<file path="src/rtl/pool_pkg.sv">
// rtl/pool_pkg.sv - shared types and defaults for the pooling output packer
package pool_pkg;

  localparam int DATA_WIDTH_DEF = 8;
  localparam int PACK_DEF       = 4;

  typedef enum logic [1:0] {
    IDLE  = 2'd0,
    RUN   = 2'd1,
    DRAIN = 2'd2,
    DONE  = 2'd3
  } state_t;

  // Packed output-buffer word as seen by the output SRAM: lane 0 in data LSBs.
  typedef struct packed {
    logic [PACK_DEF-1:0]                strb;
    logic [PACK_DEF*DATA_WIDTH_DEF-1:0] data;
  } word_t;

endpackage

</file>
<file path="src/rtl/pool_out_packer_if.sv">
// rtl/pool_out_packer_if.sv - element stream and output-buffer write interfaces
interface pool_elem_if
  import pool_pkg::*;
#(
  parameter int DATA_WIDTH = DATA_WIDTH_DEF
);
  logic                  in_valid;
  logic [DATA_WIDTH-1:0] in_data;
  logic                  in_ready;

  modport master (output in_valid, output in_data, input in_ready);
  modport slave  (input in_valid, input in_data, output in_ready);
endinterface

interface pool_wr_if
  import pool_pkg::*;
#(
  parameter int ADDR_WIDTH = 10,
  parameter int DATA_WIDTH = DATA_WIDTH_DEF,
  parameter int PACK       = PACK_DEF
);
  logic                       wr_en;
  logic [ADDR_WIDTH-1:0]      wr_addr;
  logic [PACK*DATA_WIDTH-1:0] wr_data;
  logic [PACK-1:0]            wr_strb;
  logic                       wr_ready;

  modport master (output wr_en, output wr_addr, output wr_data, output wr_strb, input wr_ready);
  modport slave  (input wr_en, input wr_addr, input wr_data, input wr_strb, output wr_ready);
endinterface

</file>
<file path="src/rtl/pool_word_fifo.sv">
// rtl/pool_word_fifo.sv - small synchronous FIFO holding packed words
module pool_word_fifo #(
  parameter int WIDTH = 36,
  parameter int DEPTH = 4
) (
  input  logic             clk,
  input  logic             rst,
  input  logic             push,
  input  logic [WIDTH-1:0] push_data,
  input  logic             pop,
  output logic [WIDTH-1:0] pop_data,
  output logic             full,
  output logic             empty,
  output logic [$clog2(DEPTH):0] count
);
  localparam int AW = $clog2(DEPTH);
  localparam int PW = AW + 1;

  logic [PW-1:0]    wr_ptr_q, wr_ptr_d;
  logic [PW-1:0]    rd_ptr_q, rd_ptr_d;
  logic [WIDTH-1:0] mem_q [DEPTH];
  logic [WIDTH-1:0] mem_d [DEPTH];

  // Flags come straight from the pointer registers, so they only change after an edge.
  assign count    = wr_ptr_q - rd_ptr_q;
  assign full     = (count == PW'(DEPTH));
  assign empty    = (count == '0);
  assign pop_data = mem_q[rd_ptr_q[AW-1:0]];

  // Next pointers and storage; a push into a full FIFO is dropped, pop of empty is ignored.
  always_comb begin
    wr_ptr_d = wr_ptr_q;
    rd_ptr_d = rd_ptr_q;
    mem_d    = mem_q;
    if (push && !full) begin
      mem_d[wr_ptr_q[AW-1:0]] = push_data;
      wr_ptr_d = wr_ptr_q + 1'b1;
    end
    if (pop && !empty) begin
      rd_ptr_d = rd_ptr_q + 1'b1;
    end
  end

  // Storage and pointers; reset discards any queued words.
  always_ff @(posedge clk or posedge rst) begin
    if (rst) begin
      wr_ptr_q <= '0;
      rd_ptr_q <= '0;
      for (int i = 0; i < DEPTH; i++) mem_q[i] <= '0;
    end else begin
      wr_ptr_q <= wr_ptr_d;
      rd_ptr_q <= rd_ptr_d;
      mem_q    <= mem_d;
    end
  end

endmodule

</file>
<file path="src/rtl/pool_out_packer.sv">
// rtl/pool_out_packer.sv - packs pooled bytes into words and writes them to the output buffer
module pool_out_packer
  import pool_pkg::*;
#(
  parameter int DATA_WIDTH = DATA_WIDTH_DEF,
  parameter int PACK       = PACK_DEF,
  parameter int ADDR_WIDTH = 10,
  parameter int CNT_WIDTH  = 16,
  parameter int FIFO_DEPTH = 4
) (
  input  logic                  clk,
  input  logic                  rst,
  input  logic                  start,
  input  logic [ADDR_WIDTH-1:0] base_addr,
  input  logic [CNT_WIDTH-1:0]  num_elems,
  pool_elem_if.slave            in_if,
  pool_wr_if.master             wr_if,
  output logic                  busy,
  output logic                  done
);
  localparam int W      = PACK * DATA_WIDTH;
  localparam int LANE_W = $clog2(PACK);
  localparam int FW     = PACK * (DATA_WIDTH + 1);
  localparam int CNTW   = $clog2(FIFO_DEPTH) + 1;

  state_t                state_q, state_d;
  logic [LANE_W-1:0]     lane_q, lane_d;
  logic [CNT_WIDTH-1:0]  rem_q, rem_d;
  logic [W-1:0]          pack_q, pack_d;
  logic [ADDR_WIDTH-1:0] addr_q, addr_d;

  logic            fifo_full, fifo_empty;
  logic [CNTW-1:0] fifo_count;
  logic [FW-1:0]   fifo_head;
  logic            accept, last_elem, push, pop;
  logic [W-1:0]    word_now;
  logic [PACK-1:0] strb_now;

  assign in_if.in_ready = (state_q == RUN) && !fifo_full;
  assign accept         = in_if.in_valid && in_if.in_ready;
  assign last_elem      = (rem_q == CNT_WIDTH'(1));
  assign push           = accept && (last_elem || (lane_q == LANE_W'(PACK - 1)));
  assign pop            = wr_if.wr_en && wr_if.wr_ready;

  assign wr_if.wr_en   = !fifo_empty;
  assign wr_if.wr_addr = addr_q;
  assign wr_if.wr_data = fifo_head[W-1:0];
  assign wr_if.wr_strb = fifo_head[FW-1:W];
  assign busy          = (state_q == RUN) || (state_q == DRAIN);
  assign done          = (state_q == DONE);

  // Pack register with the incoming element dropped into its lane, and the fill strobe.
  always_comb begin
    word_now = pack_q;
    word_now[lane_q*DATA_WIDTH +: DATA_WIDTH] = in_if.in_data;
    strb_now = '0;
    for (int i = 0; i < PACK; i++) strb_now[i] = (i <= int'(lane_q));
  end

  pool_word_fifo #(
    .WIDTH (FW),
    .DEPTH (FIFO_DEPTH)
  ) u_fifo (
    .clk       (clk),
    .rst       (rst),
    .push      (push),
    .push_data ({strb_now, word_now}),
    .pop       (pop),
    .pop_data  (fifo_head),
    .full      (fifo_full),
    .empty     (fifo_empty),
    .count     (fifo_count)
  );

  // Next state, lane/element counters, pack register and write address.
  always_comb begin
    state_d = state_q;
    lane_d  = lane_q;
    rem_d   = rem_q;
    pack_d  = pack_q;
    addr_d  = addr_q;
    if (pop) addr_d = addr_q + 1'b1;
    case (state_q)
      IDLE: begin
        if (start) begin
          addr_d  = base_addr;
          rem_d   = num_elems;
          lane_d  = '0;
          pack_d  = '0;
          state_d = (num_elems != '0) ? RUN : DONE;
        end
      end
      RUN: begin
        if (accept) begin
          rem_d = rem_q - 1'b1;
          if (push) begin
            lane_d = '0;
            pack_d = '0;
          end else begin
            lane_d = lane_q + 1'b1;
            pack_d = word_now;
          end
          if (last_elem) state_d = DRAIN;
        end
      end
      DRAIN: begin
        // Finish as soon as the final queued word is taken, so done follows that write directly.
        if (fifo_empty || (pop && fifo_count == CNTW'(1))) state_d = DONE;
      end
      DONE: state_d = IDLE;
      default: state_d = IDLE;
    endcase
  end

  // State and datapath registers.
  always_ff @(posedge clk or posedge rst) begin
    if (rst) begin
      state_q <= IDLE;
      lane_q  <= '0;
      rem_q   <= '0;
      pack_q  <= '0;
      addr_q  <= '0;
    end else begin
      state_q <= state_d;
      lane_q  <= lane_d;
      rem_q   <= rem_d;
      pack_q  <= pack_d;
      addr_q  <= addr_d;
    end
  end

endmodule
</file>
<file path="src/flat_wrapper.sv">
// flat-port wrapper written by rule: the top's interface ports become plain ports
module pool_out_packer_flat import pool_pkg::*;
#(
  parameter int DATA_WIDTH = DATA_WIDTH_DEF,
  parameter int PACK       = PACK_DEF,
  parameter int ADDR_WIDTH = 10,
  parameter int CNT_WIDTH  = 16,
  parameter int FIFO_DEPTH = 4
)
  (clk, rst, start, base_addr, num_elems, busy, done, in_if_in_valid, in_if_in_data, in_if_in_ready, wr_if_wr_en, wr_if_wr_addr, wr_if_wr_data, wr_if_wr_strb, wr_if_wr_ready);
  pool_elem_if #(.DATA_WIDTH(DATA_WIDTH)) in_if_i ();
  pool_wr_if #(.ADDR_WIDTH(ADDR_WIDTH), .DATA_WIDTH(DATA_WIDTH), .PACK(PACK)) wr_if_i ();
  input  logic clk;
  input  logic rst;
  input  logic start;
  input  logic [ADDR_WIDTH-1:0] base_addr;
  input  logic [CNT_WIDTH-1:0] num_elems;
  output logic busy;
  output logic done;
  input wire logic [$bits(in_if_i.in_valid)-1:0] in_if_in_valid;
  input wire logic [$bits(in_if_i.in_data)-1:0] in_if_in_data;
  output wire logic [$bits(in_if_i.in_ready)-1:0] in_if_in_ready;
  output wire logic [$bits(wr_if_i.wr_en)-1:0] wr_if_wr_en;
  output wire logic [$bits(wr_if_i.wr_addr)-1:0] wr_if_wr_addr;
  output wire logic [$bits(wr_if_i.wr_data)-1:0] wr_if_wr_data;
  output wire logic [$bits(wr_if_i.wr_strb)-1:0] wr_if_wr_strb;
  input wire logic [$bits(wr_if_i.wr_ready)-1:0] wr_if_wr_ready;
  assign in_if_i.in_valid = in_if_in_valid;
  assign in_if_i.in_data = in_if_in_data;
  assign in_if_in_ready = in_if_i.in_ready;
  assign wr_if_wr_en = wr_if_i.wr_en;
  assign wr_if_wr_addr = wr_if_i.wr_addr;
  assign wr_if_wr_data = wr_if_i.wr_data;
  assign wr_if_wr_strb = wr_if_i.wr_strb;
  assign wr_if_i.wr_ready = wr_if_wr_ready;
  pool_out_packer #(.DATA_WIDTH(DATA_WIDTH), .PACK(PACK), .ADDR_WIDTH(ADDR_WIDTH), .CNT_WIDTH(CNT_WIDTH), .FIFO_DEPTH(FIFO_DEPTH)) u_core (.clk(clk), .rst(rst), .start(start), .base_addr(base_addr), .num_elems(num_elems), .in_if(in_if_i), .wr_if(wr_if_i), .busy(busy), .done(done));
endmodule
</file>
<file path="config.mk">
export PLATFORM = sky130hd
export DESIGN_NAME = pool_out_packer_flat
export DESIGN_NICKNAME = d
export VERILOG_FILES = /design/src/rtl/pool_pkg.sv /design/src/rtl/pool_out_packer_if.sv /design/src/rtl/pool_word_fifo.sv /design/src/rtl/pool_out_packer.sv /design/src/flat_wrapper.sv
export SDC_FILE = /design/constraint.sdc
export NUM_CORES = 1
export LEC_CHECK = 0
export BUFFER_PORTS_ARGS = -buffer_cell sky130_fd_sc_hd__buf_2
export CORE_UTILIZATION = 54
export CTS_CLUSTER_DIAMETER = 60
export DETAILED_ROUTE_END_ITERATION = 10
export PLACE_DENSITY = 0.76
export SLEW_MARGIN = 15
export SYNTH_ARGS = -nofsm -noshare
export SYNTH_HDL_FRONTEND = slang
export SYNTH_HIERARCHICAL = 1
export SYNTH_SLANG_ARGS = --single-unit
export TNS_END_PERCENT = 30
</file>
<file path="constraint.sdc">
create_clock -name clk -period 4.3 [get_ports clk]
set_clock_uncertainty 0.15 [all_clocks]
set_input_delay 0.43 -clock clk [delete_from_list [all_inputs] [get_ports clk]]
set_output_delay 0.43 -clock clk [all_outputs]
set_load 0.02 [all_outputs]
</file>
==> impl_results.md <==
* GPL Wtd Cong at 0.835
* DR iter-0 viols at 505
* Min-delay src: num_elems[6]
* Slew @ Worst Pin at 1.03 ns
* Commonest cells after routing, fill and taps aside: 210 x dfrtp_1, 101 x a32o_1, 88 x buf_2
* Largest net degree at the start of global routing at 151
* Mean routed wirelength per cell at 20.7 um
* Die Ht at 141 um
* Postcts setup bufs at 0
* Internal Pwr Total at 0.00531 W
* Worst Reg-to-Reg Cells at 11
* Most used DFF post-synth: dfrtp_1
* Slew Limit Fails at 0
* Global-route met3 utilization at 3.14%
* Placed cell areas at 0.0111 mm^2
* Nets at 953
* Max clock buf depth at 3
* Clk_lat worst skew at 0.51 ns
* Mapped Cells at 814
* I/O Buffers at 88
* Initial antenna violation count at 0
* CP Data Arrival Time at 3.91 ns
* VDD IR max at 0.534 mV
* Detailed placer's ending HPWL at 14.9 mm
* RSZ-0062 raised after global routing: false
* Initial core utilization at 55.6%
* Worst endpoint required time at 4.54 ns
* Setup crit start: u_core/u_fifo/wr_ptr_q[0]
* Post-synth ARST share at 100%
* GRT met2 Usage at 41.2%
* Period utilisation layout at 85.3%
* H-tree depth at 1
* Flop pwr share at 35.4%
* Gr ovfl total at 0
* Avg Synthesized Cell Area at 12.9 um^2
* F_max at 273 MHz
* Site Rows at 50
* Horiz. Die Dim at 141 um
* # IOs at 89
* Type of origin of the critical path: register
* Top-area cell type share of the netlist area at 50.5%
* Vias in the first global route at 7500
* Post-Layout Inst Area at 0.0120 mm^2
* Commonest non-fill, non-tap cell in the layout: dfrtp_1
* Min-Delay Path Depth at 3
* Yosys warning count at 6
* First-pass GRT wire length at 40.0 mm
* Clock Power Share at 24.0%
* Avg Vias per Cell at 6.35
* Fin. Hold Viols at 0
* Dominant cells by area after synthesis: dfrtp_1 51%, a32o_1 9.6%, mux4_2 7.7%
* Final WL at 24.2 mm
* #FFs+latches synth at 212
* Crit end category: register
* Leakage at 5.64 nW
* Core area at 0.0189 mm^2
* Final setup vio count at 0
* Ant. Diodes at 0
* Sinks on the clock net at 212
* CP max FO at 14
* Root Buffer: clkbuf_16
* Sw power at 0.00334 W
* DRT antenna net count at 0
* Via Count at 7418
* Post-Route Utilization at 63.5%
* Combinational power share at 40.6%
* CTS tree: yes
* Syn-to-layout area delta at 14.2%
* Hold slack at 0.0523 ns
* Cell Pwr Density at 721 mW/mm^2
* Hold Crit Class: in -> reg
* GR Util met1 at 36.2%
* Sequential-to-total area share from yosys stat at 50.5%
* Post-synthesis cell type count at 73
* Design Power at 0.00865 W
* Clock transition at path regs at 0.06 ns
* Post-synth top area cell: dfrtp_1
* R2R Path End: u_core/u_fifo/mem_q[14]
* Drt first pass iters at 5
* Reg2Reg Setup Slack at 0.63 ns
* Number of buffers created by CTS at 24
* WHS Endpoint: u_core/rem_q[6]
* Tot GR Track Use at 25.2%
* Final Critical Period at 3.67 ns
* Max cap viols at 0
* Post-synth EDFFs at 0
* Mapped cell area at 0.0105 mm^2
* Top Usage Layer GRT: met2
* Share of layout cells above drive strength 1 at 28.3%
* RR Startpoint: u_core/u_fifo/wr_ptr_q[0]
* TNS Setup at 0 ns
* Critical setup path kind: reg -> reg
* Sw Ratio at 38.6%
* DRC errors left at 0
* Die area at 0.0200 mm^2
* Outcome: finished, final reports clean
* Worst rel slew slack at 30.9%
[area by class of cell]
| class | instances | area [um^2] |
|---|---|---|
| Fill cell | 1474 | 6900 |
| Sequential cell | 212 | 5310 |
| Multi-Input combinational cell | 477 | 4600 |
| Timing Repair Buffer | 117 | 708 |
| Clock buffer | 29 | 681 |
| Tap cell | 260 | 325 |
| Inverter | 61 | 233 |
| Clock inverter | 13 | 141 |
[worst max-delay path, cell delays in order (launching register included)]
cell,delay [ns]
dfrtp_1,0.38
inv_1,0.11
ha_1,0.22
fa_1,0.51
nand2_1,0.23
nor2_1,0.27
nor2_1,0.08
and3_1,0.30
nand2_1,0.17
a21o_2,0.47
buf_4,0.33
mux2_4,0.32
[power groups by stage]
| stage | Sequential (W) | Combinational, W | Clock [W] |
|---|---|---|---|
| 2_1_floorplan | 0.00300 | 0.00264 | 0 |
| 3_3_place_gp | 0.00306 | 0.00343 | 0 |
| 3_5_place_dp | 0.00308 | 0.00350 | 0 |
| 4_1_cts | 0.00306 | 0.00351 | 0.00211 |
| 5_1_grt | 0.00315 | 0.00381 | 0.00219 |
| 6_report | 0.00306 | 0.00351 | 0.00207 |
[synth_stat cells, drive strengths merged, types with 3 or more instances]
cell type,instances
a211o,3
a21o,4
a21oi,10
a22o,25
a22oi,6
a2bb2oi,16
a32o,101
and2,3
and4,4
buf,36
clkbuf,31
dfrtp,212
ha,20
inv,61
mux2,44
mux2i,4
mux4,36
nand2,34
nand2b,5
nand3,6
nand4,5
nor2,20
nor3,11
nor4,8
o211ai,6
o21ai,18
o22ai,29
o31ai,3
or2,5
or4,3
xnor2,7
xor2,5
[cells by family (layout without fill, tap and decap cells)]
family | count (synthesis) | in the layout | share of synthesized area, %
simple gates | 117 | 117 | 6.28
mux | 84 | 84 | 13.9
buf+inv | 128 | 220 | 6.13
fa+ha+maj | 21 | 21 | 2.57
xor+xnor | 13 | 13 | 1.23
flops | 212 | 212 | 50.5
compound gates | 238 | 238 | 19.4
other cells | 1 | 4 | 0.0357
[flip-flops by register name (all words and copies together) (netlist names)]
register	flops
u_core/u_fifo/wr_ptr_q	3
u_core/rem_q	16
u_core/lane_q	2
u_core/state_q	2
u_core/u_fifo/rd_ptr_q	3
u_core/pack_q	32
u_core/u_fifo/mem_q	144
u_core/wr_if.wr_addr	10
[per-layer routing]
layer	wire [um]	share of wire, %	vias up
li1	-	-	3300
met1	10800	45	3848
met2	11700	48	234
met3	1260	5.2	36
met4	434	1.8	0
met5	0	0	-
[how the worst max path moves through the flow]
stage | endpoint | slack [ns]
floorplan | u_core/u_fifo/mem_q[0] | 0.95
global placement | u_core/u_fifo/mem_q[19] | 0.81
detailed placement | u_core/u_fifo/mem_q[15] | 0.65
CTS | u_core/u_fifo/mem_q[15] | 0.63
global route | u_core/u_fifo/mem_q[15] | 0.38
finish | u_core/u_fifo/mem_q[14] | 0.63
[per-stage QoR]
step | setup WS [ns] | std cells
2_1_floorplan | 0.949 | 817
3_3_place_gp | 0.806 | 1117
3_5_place_dp | 0.652 | 1117
4_1_cts | 0.628 | 1169
5_1_grt | 0.376 | 1169
6_report | 0.631 | 1169
[timing repair]
item / CTS / global route
hold buffers: 10 / 0
hold endpoints to repair: 33 / 0
gates resized for setup: 0 / 0
(Power assumes the default switching activity.)
